==> config.mk <==
export PLATFORM = sky130hd
export DESIGN_NAME = sim_reset_watchdog_flat
export DESIGN_NICKNAME = d
export VERILOG_FILES = /design/src/rtl/sim_reset_watchdog_if.sv /design/src/rtl/sim_reset_watchdog.sv /design/src/flat_wrapper.sv
export SDC_FILE = /design/constraint.sdc
export NUM_CORES = 1
export LEC_CHECK = 0
export ABC_AREA = 1
export CAP_MARGIN = 40
export CORE_ASPECT_RATIO = 0.6
export CORE_MARGIN = 10
export CORE_UTILIZATION = 48
export CTS_BUF_LIST = sky130_fd_sc_hd__clkbuf_4
export CTS_CLUSTER_SIZE = 14
export DETAILED_ROUTE_END_ITERATION = 8
export GPL_TIMING_DRIVEN = 0
export PLACE_DENSITY = 0.68
export SYNTH_ARGS = -nofsm -noshare
export SYNTH_HDL_FRONTEND = slang
export SYNTH_SLANG_ARGS = --single-unit
==> constraint.sdc <==
create_clock -name clk -period 3.1 [get_ports clk]
set_input_delay 0.62 -clock clk [delete_from_list [all_inputs] [get_ports clk]]
set_output_delay 0.62 -clock clk [all_outputs]
set_load 0.01 [all_outputs]
==> src/rtl/sim_reset_watchdog_if.sv <==
// -----------------------------------------------------------------------------
// sim_reset_watchdog_if
// Groups the supervision signals between the reset watchdog and the
// supervised CPU/testbench side.
//
//   heartbeat  : commit pulse from the core
//   halt_req   : program-end request from the core
//   rst_out    : per-domain active-high resets
//   running    : high while the core is being supervised in RUN
//   done       : sticky end-of-run flag
//   done_code  : end reason (0 none, 1 halt, 2 timeout, 3 stall)
//   cycle_cnt  : run-cycle count
//
// The master modport is the watchdog itself.
// The slave modport is the supervised side, which drives heartbeat/halt_req
// and observes everything else.
// -----------------------------------------------------------------------------
interface sim_reset_watchdog_if #(
   parameter int N_RST = 2,
   parameter int CNT_W = 32
);
   logic             heartbeat;
   logic             halt_req;
   logic [N_RST-1:0] rst_out;
   logic             running;
   logic             done;
   logic [1:0]       done_code;
   logic [CNT_W-1:0] cycle_cnt;

   modport master (
      input  heartbeat,
      input  halt_req,
      output rst_out,
      output running,
      output done,
      output done_code,
      output cycle_cnt
   );

   modport slave (
      output heartbeat,
      output halt_req,
      input  rst_out,
      input  running,
      input  done,
      input  done_code,
      input  cycle_cnt
   );
endinterface

==> src/rtl/sim_reset_watchdog.sv <==
// -----------------------------------------------------------------------------
// sim_reset_watchdog
// Reset sequencing and run supervision for the simulation top.
//
// Reset release:
//   - Releases N_RST reset domains in a staggered order after rst falls.
//
// Run supervision:
//   - Counts run cycles.
//   - Ends the run on a halt request, a global timeout or a commit stall.
//
// Ports:
//   clk  : single rising-edge clock
//   rst  : asynchronous active-high reset
//   wd   : sim_reset_watchdog_if.master
//          (heartbeat/halt_req in; rst_out, running, done, done_code and
//          cycle_cnt out, all registered)
//
// Parameter constraints:
//   - N_RST >= 1 and RST_CYCLES >= 1.
//   - The last release threshold, RST_CYCLES + (N_RST-1)*STAGGER, must fit
//     in CNT_W bits.
//   - TIMEOUT = 0 disables the timeout check.
//   - STALL_LIMIT = 0 disables the stall check.
// -----------------------------------------------------------------------------
module sim_reset_watchdog #(
   parameter int N_RST       = 2,
   parameter int RST_CYCLES  = 25,
   parameter int STAGGER     = 4,
   parameter int CNT_W       = 32,
   parameter int TIMEOUT     = 1500,
   parameter int STALL_LIMIT = 256
) (
   input  logic                 clk,
   input  logic                 rst,
   sim_reset_watchdog_if.master wd
);

   localparam logic [CNT_W-1:0] ONE       = CNT_W'(1);
   localparam logic [CNT_W-1:0] LAST_THR  = CNT_W'(RST_CYCLES + (N_RST - 1) * STAGGER);
   localparam logic [CNT_W-1:0] TIMEOUT_V = CNT_W'(TIMEOUT);
   localparam logic [CNT_W-1:0] STALL_V   = CNT_W'(STALL_LIMIT);

   typedef enum logic [1:0] {
      ST_RESET,
      ST_HOLD,
      ST_RUN,
      ST_DONE
   } state_t;

   state_t           state;
   logic [CNT_W-1:0] hold_cnt;
   logic [CNT_W-1:0] idle_cnt;
   logic [CNT_W-1:0] cycle_q;
   logic [N_RST-1:0] rst_out_q;
   logic             running_q;
   logic             done_q;
   logic [1:0]       code_q;

   logic [CNT_W-1:0] hold_next;
   logic [CNT_W-1:0] cycle_next;
   logic [CNT_W-1:0] idle_next;

   // Next-value arithmetic shared by the state machine.
   // The cycle and idle counters saturate at all ones, so a disabled timeout
   // or stall check can never wrap them back through zero.
   // The hold counter needs no saturation: it stops at the last release
   // threshold.
   always_comb begin
      hold_next  = hold_cnt + ONE;
      cycle_next = (&cycle_q) ? cycle_q : cycle_q + ONE;
      idle_next  = '0;
      if (!wd.heartbeat) begin
         idle_next = (&idle_cnt) ? idle_cnt : idle_cnt + ONE;
      end
   end

   // Main sequencer: RESET -> HOLD -> RUN -> DONE.
   //
   // RESET and HOLD share one branch because the first edge with rst low
   // already counts as hold count 1.
   //
   // Each domain drops its reset on the edge where the hold counter lands
   // exactly on its threshold.
   //
   // In RUN, exit reasons are tested in priority order (halt, then timeout,
   // then stall). The counters still advance on the exit edge, so the frozen
   // values include that last cycle.
   //
   // DONE holds every register until rst.
   always_ff @(posedge clk or posedge rst) begin
      if (rst) begin
         state     <= ST_RESET;
         hold_cnt  <= '0;
         idle_cnt  <= '0;
         cycle_q   <= '0;
         rst_out_q <= '1;
         running_q <= 1'b0;
         done_q    <= 1'b0;
         code_q    <= 2'd0;
      end else begin
         case (state)
            ST_RESET, ST_HOLD: begin
               state    <= ST_HOLD;
               hold_cnt <= hold_next;
               for (int i = 0; i < N_RST; i++) begin
                  if (hold_next == CNT_W'(RST_CYCLES + i * STAGGER)) begin
                     rst_out_q[i] <= 1'b0;
                  end
               end
               if (hold_next == LAST_THR) begin
                  state     <= ST_RUN;
                  running_q <= 1'b1;
                  cycle_q   <= '0;
                  idle_cnt  <= '0;
               end
            end
            ST_RUN: begin
               cycle_q  <= cycle_next;
               idle_cnt <= idle_next;
               if (wd.halt_req) begin
                  state     <= ST_DONE;
                  done_q    <= 1'b1;
                  running_q <= 1'b0;
                  code_q    <= 2'd1;
               end else if ((TIMEOUT != 0) && (cycle_next == TIMEOUT_V)) begin
                  state     <= ST_DONE;
                  done_q    <= 1'b1;
                  running_q <= 1'b0;
                  code_q    <= 2'd2;
               end else if ((STALL_LIMIT != 0) && (idle_next == STALL_V)) begin
                  state     <= ST_DONE;
                  done_q    <= 1'b1;
                  running_q <= 1'b0;
                  code_q    <= 2'd3;
               end
            end
            ST_DONE: begin
               state <= ST_DONE;
            end
            default: begin
               state <= ST_RESET;
            end
         endcase
      end
   end

   // Outputs come straight from registers.
   // There are no combinational paths from heartbeat/halt_req to the
   // outputs.
   assign wd.rst_out   = rst_out_q;
   assign wd.running   = running_q;
   assign wd.done      = done_q;
   assign wd.done_code = code_q;
   assign wd.cycle_cnt = cycle_q;

endmodule
==> src/flat_wrapper.sv <==
// flat-port wrapper written by rule: the top's interface ports become plain ports
module sim_reset_watchdog_flat 
#(
   parameter int N_RST       = 2,
   parameter int RST_CYCLES  = 25,
   parameter int STAGGER     = 4,
   parameter int CNT_W       = 32,
   parameter int TIMEOUT     = 1500,
   parameter int STALL_LIMIT = 256
)
  (clk, rst, wd_heartbeat, wd_halt_req, wd_rst_out, wd_running, wd_done, wd_done_code, wd_cycle_cnt);
  sim_reset_watchdog_if #(.N_RST(N_RST), .CNT_W(CNT_W)) wd_i ();
  input  logic clk;
  input  logic rst;
  input wire logic [$bits(wd_i.heartbeat)-1:0] wd_heartbeat;
  input wire logic [$bits(wd_i.halt_req)-1:0] wd_halt_req;
  output wire logic [$bits(wd_i.rst_out)-1:0] wd_rst_out;
  output wire logic [$bits(wd_i.running)-1:0] wd_running;
  output wire logic [$bits(wd_i.done)-1:0] wd_done;
  output wire logic [$bits(wd_i.done_code)-1:0] wd_done_code;
  output wire logic [$bits(wd_i.cycle_cnt)-1:0] wd_cycle_cnt;
  assign wd_i.heartbeat = wd_heartbeat;
  assign wd_i.halt_req = wd_halt_req;
  assign wd_rst_out = wd_i.rst_out;
  assign wd_running = wd_i.running;
  assign wd_done = wd_i.done;
  assign wd_done_code = wd_i.done_code;
  assign wd_cycle_cnt = wd_i.cycle_cnt;
  sim_reset_watchdog #(.N_RST(N_RST), .RST_CYCLES(RST_CYCLES), .STAGGER(STAGGER), .CNT_W(CNT_W), .TIMEOUT(TIMEOUT), .STALL_LIMIT(STALL_LIMIT)) u_core (.clk(clk), .rst(rst), .wd(wd_i));
endmodule
Yosys cells after proc, flatten, opt, wreduce, memory -nomap -nowiden
Index checks and enable logic that the tools add are counted.

Register bits: 104. Input port bits: 4. Output and inout port bits: 38. Logic and storage cells: 53.

$add $sub $neg: 3. Equal/unequal tests: 9. Mux-type cells: 21. Reduce and logical (&&, ||, !) cells: 11.

Operator list (number): $mux W32 (4); $pmux W32 S2 (2); $add A32 B1 Y32 const B (3); $eq A32 B5 Y1 const B (2); $reduce_and A32 Y1 (2); $eq A32 B11 Y1 const B (1); $eq A32 B9 Y1 const B (1); $mux W2 (6); $reduce_and A2 Y1 (4); $mux W1 (7); $pmux W2 S3 (1); $eq A2 B2 Y1 const B (2); $ne A4 B2 Y1 const B (1); $reduce_and A3 Y1 (1); $reduce_bool A3 Y1 (1); $eq A2 B1 Y1 const B (1); $logic_not A2 Y1 (1); $ne A2 B1 Y1 const B (1); $pmux W1 S2 (1); $reduce_bool A2 Y1 (1); $reduce_or A2 Y1 (1).

Depth between registers and ports, before layout
Gate-level depths: netlist of run 1.

Depth in word-level cells: 8. Gate-level depth with buffers: 19. Gate-level depth less buffers: 19.

Worst setup path before layout of run 1
OpenSTA, ideal clock, no wires.

Kind: reg2reg. From: register u_core.cycle_q[0] (netlist: u_core.wd.cycle_cnt[0]). To: register u_core.code_q[1] (netlist: u_core.wd.done_code[1]). Setup time: 0.117 ns. Arrival time: 2.249 ns. Data required time: 2.983 ns. Slack: 0.734 ns. Cell stages (with the launch flop): 19. Buffers on the path: 2. Clock period less this slack: 2.366 ns. Cells stage by stage: dfrtp_1 -> ha_1 -> inv_1 -> nor2_4 -> nand2_2 -> nor2_4 -> nand2_2 -> buf_6 -> buf_6 -> nand2_2 -> nand2_1 -> nor2_1 -> nand2_1 -> nor2_2 -> nand3_1 -> nand3_2 -> nand2_2 -> nand2_1 -> nand2_1.

Cells in the longest elaborated chain, start to end: 5. Elaborated cells on any way between the ends: 8. Those cells by class: add/sub: 1; eq/ne: 1; mux: 3; reduce/logical: 3.

Ends and longest elaborated chain: start: declaration (RTL line sim_reset_watchdog.sv:54) `logic [CNT_W-1:0] cycle_q;`; start signal: assignment (RTL line sim_reset_watchdog.sv:119) `cycle_q <= cycle_next;`; $add A32 B1 Y32 / $reduce_and A32 Y1 (equally long branches) (RTL line sim_reset_watchdog.sv:71) `cycle_next = (&cycle_q) ? cycle_q : cycle_q + ONE;`; $mux W32 * (RTL line sim_reset_watchdog.sv:71); $eq A32 B11 Y1 * (RTL line sim_reset_watchdog.sv:126) `end else if ((TIMEOUT != 0) && (cycle_next == TIMEOUT_V)) begin`; $reduce_bool A3 Y1 (no line) / $mux W2 (equally long branches); $reduce_and A2 Y1 (no line) / $mux W2 (equally long branches); end signal: assignment (RTL line sim_reset_watchdog.sv:125) `code_q <= 2'd1;`; end signal: assignment (RTL line sim_reset_watchdog.sv:130) `code_q <= 2'd2;`; end signal: assignment (RTL line sim_reset_watchdog.sv:135) `code_q <= 2'd3;`; end: declaration (RTL line sim_reset_watchdog.sv:58) `logic [1:0] code_q;`.

Mark *: on every way between the ends. The rest lies on a longest branch, timed or not. A chain may end at the register's enable or synchronous reset.

Worst setup path in the final report of run 1
From: register u_core.hold_cnt[0]. To: register u_core.idle_cnt[2].

Cells in the longest elaborated chain, start to end: 4.

Ends and longest elaborated chain: start: declaration (RTL line sim_reset_watchdog.sv:52) `logic [CNT_W-1:0] hold_cnt;`; start signal: assignment (RTL line sim_reset_watchdog.sv:105) `hold_cnt <= hold_next;`; $add A32 B1 Y32 (RTL line sim_reset_watchdog.sv:70) `hold_next = hold_cnt + ONE;`; $eq A32 B5 Y1 (RTL line sim_reset_watchdog.sv:111) `if (hold_next == LAST_THR) begin`; $ne A2 B1 Y1 (no line); $reduce_and A2 Y1 (no line); end signal: assignment (RTL line sim_reset_watchdog.sv:120) `idle_cnt <= idle_next;`; end: declaration (RTL line sim_reset_watchdog.sv:53) `logic [CNT_W-1:0] idle_cnt;`.

No other way between the ends.

==> summary.md, run 1 <==
| Metric | Value |
|---|---|
| Status | `completed` |
| Max stage delay on crit path | `470 ps` |
| Worst R2R Start | `u_core.hold_cnt[0]` |
| Mapped cell area | `7843 um^2` |
| NetSw | `0.6561 mW` |
| Worst path bufs/invs | `2` |
| WL per Instance | `16.91 um` |
| Most common cell after layout, fill and taps aside | `nand2_1` |
| # rows | `36` |
| CP most frequent cell | `nand2_1` |
| Synth-to-layout area growth | `11.63%` |
| Antenna-violating nets left | `0` |
| GRT busiest layer | `met1` |
| Post-synth ARST share | `1.000` |
| Layout cell share with drive strength beyond 1 | `0.1022` |
| Crit Path Max Fanout | `10` |
| Largest family of logic cells by synthesized area | `simple AND/OR/NAND/NOR gates` |
| GRT overflow | `0` |
| Worst setup path class | `reg2reg` |
| Simple-gate portion of the synthesized area | `0.5010` |
| Commonest non-fill, non-tap cells in the layout | `nand2_1, nor2_1, nand3_1` |
| Pleak | `3.891 nW` |
| CP max stage cell | `dfrtp_1` |
| Diode count | `0` |
| Total power draw | `2.265 mW` |
| Gpl congestion | `0.9757` |
| CTS tree | `built` |
| Fill count | `1,671` |
| Switch share | `0.2897` |
| Reg clk slew, reported paths | `200 ps` |
| Seq cells post-synth | `104` |
| Hpwl dp | `19,790 um` |
| WP data arrival | `3300 ps` |
| Worst r2r dst | `u_core.idle_cnt[2]` |
| YS warnings | `0` |
| Crit path time final | `2884 ps` |
| Largest net degree at the start of global routing | `37` |
| CTS Buffer Depth | `2` |
| Seq pwr share | `0.614` |
| Cell area power density | `258.7 nW/um^2` |
| M1 GR Usage | `0.3796` |
| GRT Util Overall | `0.2285` |
| Post-Synth Adder-Cell Area | `0.006382` |
| Unique cell type count in the Yosys netlist | `36` |
| RSZ-0062 raised after global routing | `false` |
| Post-synthesis area per instance | `6.541 um^2` |
| Synth Flop Type | `dfrtp_1` |
| Num CTS Buffers | `9` |
| Num Clock Sinks | `104` |
| DP Cell Count | `1,452` |
| Placed standard-cell area | `8586 um^2` |
| First-pass GRT wire length | `39,900 um` |
| Worst path cell trace | `ha_1 -> nand2_1 -> nor2_4 -> nand2_4 -> nor3_1 -> xor2_1 -> nor2_1 -> nand2_1 -> nor2_2 -> nand4_4 -> buf_6 -> buf_8 -> nand3_2 -> nand2_1` |
| Final worst setup slack | `215.9 ps` |
| Core Area | `16,130 um^2` |
| Worst setup EP type | `flop` |
| Post-cts hold buffer count | `0` |
| Finish-stage setup viols | `0` |
| Period Utilization, post-route | `0.9304` |
| M3 GR Usage | `0.05981` |
| Worst Clk Skew | `35.92 ps` |
| Final hold vios | `0` |
| Util after Layout | `0.5429` |
| Pre-CTS setup slack | `5.942 ps` |
| Worst slew margin | `0.5592` |
| Final max-slew violation count | `0` |
| IO Pins | `42` |
| Post-synth top area share | `0.3255` |
| Worst hold path type | `in2async` |
| Clk pwr share | `0.322` |
| Max-Cap Viols | `0` |
| Final nets | `1,265` |
| F_max | `346.7 MHz` |
| Number of global-route vias before repair | `7,175` |
| Port bufs | `41` |
| Sequential element share of the synthesized area | `0.3322` |
| Flop2flop setup slack | `220 ps` |
| Dominant cell type by area after synthesis | `dfrtp_1` |
| Root buffer cell | `clkbuf_4` |
| Antenna violations before repair | `0` |
| DR DRC count | `0` |
| Hold slack | `449.2 ps` |
| Max H-tree Level | `3` |
| Via-to-Cell Ratio | `5.463` |
| Number of synthesized flops with an enable pin | `0` |
| P_int | `1.609 mW` |
| Setup TNS | `0 ps` |
| Synth Area in XOR/XNOR | `0.04802` |
| Width of the die | `185.0 um` |
| GR Util met2 | `0.2774` |
| CP required | `3510 ps` |
| Die Y | `119.0 um` |
| Max VDD drop | `0.0002491 V` |
| Final Non-Filler Cells | `1,471` |
| Post-synth net total | `1,207` |
| Routed WL | `24,870 um` |
| Final Instance Area | `8755 um^2` |
| Critical path's top delay family | `simple AND/OR/NAND/NOR gates` |
| Syn Inst Count | `1,199` |
| Clk_lat worst skew | `540 ps` |
| Stages on worst setup path | `14` |
| Ranking of synthesized cells by area | `dfrtp_1, nand2_1, nand3_1` |
| Crit start category | `flop` |
| DR pass1 iterations | `6` |
| Die area | `22,020 um^2` |
| Worst slew pin tran | `661.2 ps` |
| Mux share of post-synthesis cell area | `0` |
| R2R depth | `14` |
| DR iter-0 viols | `921` |
| Logic pwr share | `0.063` |
| Vias post-DR | `8,036` |
| Initial Util | `0.4863` |
| Complex-gate fraction of the synthesized area | `0.03510` |
## state kept, by name, indices dropped and copies added, names as in the netlist
register             count
u_core.state             2
u_core.wd.done_code      2
u_core.wd.rst_out        2
u_core.wd.done           1
u_core.wd.cycle_cnt     32
u_core.idle_cnt         32
u_core.wd.running        1
u_core.hold_cnt         32
## final cells by class
cell class	instances	area (um^2)	area share
buffer	40	231.5	0.02644
clock buffer	9	67.56	0.007718
clock inverter	7	65.06	0.007432
inverter	100	379.1	0.04330
multi-input combinational	955	4641	0.5301
sequential	104	2609	0.2980
tap	209	261.5	0.02987
timing repair buffer	47	500.5	0.05717
## worst max-delay path by stage
stage	to	from	slack, ps
after floorplan	u_core.wd.done_code[1]	u_core.wd.cycle_cnt[0]	730
after global placement	u_core.wd.running	u_core.idle_cnt[0]	50
after detailed placement	u_core.wd.running	u_core.idle_cnt[0]	6
after CTS	u_core.wd.running	u_core.idle_cnt[0]	50
after global routing	u_core.wd.running	u_core.wd.cycle_cnt[1]	5
final	u_core.idle_cnt[2]	u_core.hold_cnt[0]	220
## cell usage after synthesis (3+ instances only)
cell type / number
ha_1: 4
nand2_2: 9
nand4_1: 15
buf_8: 4
clkbuf_1: 21
or2_2: 4
dfrtp_1: 102
nand3_1: 132
inv_2: 3
nor2_1: 165
o21ai_0: 50
nand3_2: 42
inv_1: 97
xnor2_1: 13
buf_6: 3
nor2_2: 8
buf_2: 11
nand2_1: 432
xor2_1: 30
nand3b_1: 12
nor2_4: 7
nor3_1: 17
## power groups by stage
stage	Combinational, mW	Sequential (mW)	Clock [mW]
floorplan	0.0699	1.41	0
global placement	0.122	1.42	0
detailed placement	0.134	1.42	0
CTS	0.135	1.39	0.750
global route	0.162	1.39	0.803
finish	0.144	1.39	0.729
## cell families after synthesis
family                     after synthesis
buffers and inverters                  140
adders and majority gates                4
xor gates and xnor gates                43
and+or+nand+nor                        854
AOI/OAI and AO/OA                       54
DFF                                    104
## layer usage
| metal | wire, um | part of all wire | vias to the layer above |
|---|---|---|---|
| li1 | - | - | 3929 |
| met4 | 165 | 0.0066 | 0 |
| met5 | 0 | 0 | - |
| met3 | 2432 | 0.098 | 16 |
| met1 | 13390 | 0.54 | 3774 |
| met2 | 8887 | 0.36 | 317 |
## repair_timing
item,4_1_cts,5_1_grt
pin swaps,0,0
endpoints found under the setup margin,3,5
setup buffers,0,3
resized for setup,1,6
(Power assumes the default switching activity.)
==> run 2, diff against run 1 <==
- TNS_END_PERCENT: unset -> 5
==> results of run 2 <==
The final DEF is identical to that of run 1; final timing and power are the same.
==> run 3, diff against run 2 <==
- SETUP_SLACK_MARGIN: unset -> 0.02
- clock period: 3.1 -> 2.6 ns (I/O delays scaled with it)
==> summary.md, run 3 (synthesis gave the netlist of run 1 again) <==
| Metric | Value |
|---|---|
| WP data arrival | `3080 ps` |
| Final worst setup slack | `-68.22 ps` |
| M1 GR Usage | `0.3809` |
| IO Pins | `42` |
| Worst hold path type | `in2async` |
| Clk pwr share | `0.318` |
| Max-Cap Viols | `0` |
| WL per Instance | `17.25 um` |
| Synth-to-layout area growth | `16.48%` |
| Worst R2R Start | `u_core.hold_cnt[0]` |
| CTS Buffer Depth | `2` |
| Diode count | `0` |
| GRT Util Overall | `0.2329` |
| Port bufs | `41` |
| Num Clock Sinks | `104` |
| Clk_lat worst skew | `530 ps` |
| Num CTS Buffers | `9` |
| Setup TNS | `-1909 ps` |
| Util after Layout | `0.5665` |
| RSZ-0062 raised after global routing | `true` |
| Number of global-route vias before repair | `7,343` |
| Crit path time final | `2668 ps` |
| Max VDD drop | `0.0002952 V` |
| Final hold vios | `0` |
| Routed WL | `25,720 um` |
| Pleak | `4.005 nW` |
| Die Y | `119.0 um` |
| Seq pwr share | `0.608` |
| Vias post-DR | `8,159` |
| F_max | `374.8 MHz` |
| CTS tree | `built` |
| Hpwl dp | `19,790 um` |
| Status | `finished, violations left` |
| Reg clk slew, reported paths | `200 ps` |
| Worst setup EP type | `flop` |
| R2R depth | `14` |
| Period Utilization, post-route | `1.026` |
| Antenna-violating nets left | `0` |
| Final Non-Filler Cells | `1,491` |
| Worst slew pin tran | `665.6 ps` |
| CP required | `3020 ps` |
| Largest net degree at the start of global routing | `37` |
| GRT busiest layer | `met1` |
| Post-cts hold buffer count | `0` |
| GRT overflow | `0` |
| Root buffer cell | `clkbuf_4` |
| DP Cell Count | `1,452` |
| Fill count | `1,642` |
| Core Area | `16,130 um^2` |
| Commonest non-fill, non-tap cells in the layout | `nand2_1, nor2_1, nand3_1` |
| Final max-slew violation count | `0` |
| Cell area power density | `297.6 nW/um^2` |
| Crit start category | `flop` |
| Antenna violations before repair | `0` |
| Crit Path Max Fanout | `10` |
| First-pass GRT wire length | `40,650 um` |
| Worst slew margin | `0.5563` |
| DR iter-0 viols | `915` |
| DR pass1 iterations | `5` |
| Logic pwr share | `0.074` |
| # rows | `36` |
| DR DRC count | `0` |
| Worst setup path class | `reg2reg` |
| Failing checks | `negative setup slack` |
| Via-to-Cell Ratio | `5.472` |
| GR Util met2 | `0.2865` |
| Width of the die | `185.0 um` |
| Worst Clk Skew | `30.41 ps` |
| Final nets | `1,285` |
| Max H-tree Level | `3` |
| Most common cell after layout, fill and taps aside | `nand2_1` |
| Finish-stage setup viols | `46` |
| Gpl congestion | `0.9757` |
| NetSw | `0.7894 mW` |
| M3 GR Usage | `0.06618` |
| Switch share | `0.2904` |
| Flop2flop setup slack | `-70 ps` |
| Die area | `22,020 um^2` |
| P_int | `1.929 mW` |
| Layout cell share with drive strength beyond 1 | `0.1490` |
| Initial Util | `0.4863` |
| Total power draw | `2.719 mW` |
| Worst r2r dst | `u_core.idle_cnt[10]` |
==> run 3: critical path, cell delays in order (launching register included) <==
cell,delay [ps]
dfrtp_2,470
buf_4,140
nand3_2,150
nor2_4,210
inv_1,90
nor2_2,220
xor2_1,190
nor2_1,160
nand3_1,100
nor3_2,230
nand4_4,170
buf_12,190
buf_12,150
nand3_2,70
nand2_2,40
==> run 3: metal layers <==
| metal | wire length [um] | share of wire |
|---|---|---|
| met1 | 13540 | 0.53 |
| met2 | 9347 | 0.36 |
| met3 | 2667 | 0.10 |
| met4 | 165 | 0.0064 |
| met5 | 0 | 0 |
==> run 3: layout make-up <==
type                       instances  area [um^2]  area share
tap                              209        261.5     0.02863
clock buffer                       9        67.56    0.007396
clock inverter                     7        65.06    0.007122
multi-input combinational        956         4815      0.5271
buffer                            40        275.3     0.03013
sequential                       104         2623      0.2871
timing repair buffer              66        646.9     0.07081
inverter                         100        381.6     0.04178
==> run 3: through the flow <==
| stage | hold slack (ps) | instance area [um^2] | worst slack (ps) |
|---|---|---|---|
| 2_1_floorplan | 471.7 | 7846 | 233.9 |
| 3_3_place_gp | 446.9 | 8518 | -454.9 |
| 3_5_place_dp | 464.0 | 8586 | -494.1 |
| 4_1_cts | 348.9 | 8924 | -55.87 |
| 5_1_grt | 375.0 | 9135 | -159.1 |
| 6_report | 356.6 | 9135 | -68.22 |
==> run 3: power groups by stage <==
stage | sequential, mW | combinational [mW] | clock, mW
global placement | 1.69 | 0.146 | 0
CTS | 1.65 | 0.195 | 0.894
finish | 1.65 | 0.200 | 0.865
global route | 1.66 | 0.222 | 0.957
floorplan | 1.69 | 0.0834 | 0
detailed placement | 1.69 | 0.159 | 0
==> run 3: repair_timing <==
action	4_1_cts	5_1_grt
cloned	0	1
setup buffers	13	9
endpoints found under the setup margin	70	70
gates resized for setup	33	42
pin swaps	10	8
==> run 3: how the worst max path moves through the flow <==
| stage | start | endpoint | slack [ps] | depth (start not counted) |
|---|---|---|---|---|
| after global routing | u_core.hold_cnt[0] | u_core.wd.cycle_cnt[0] | -160 | 15 |
| after CTS | u_core.hold_cnt[0] | u_core.idle_cnt[3] | -60 | 16 |
| after detailed placement | u_core.idle_cnt[0] | u_core.wd.running | -490 | 18 |
| after global placement | u_core.idle_cnt[0] | u_core.wd.running | -450 | 18 |
| final | u_core.hold_cnt[0] | u_core.idle_cnt[10] | -70 | 14 |
| after floorplan | u_core.wd.cycle_cnt[0] | u_core.wd.done_code[1] | 230 | 18 |
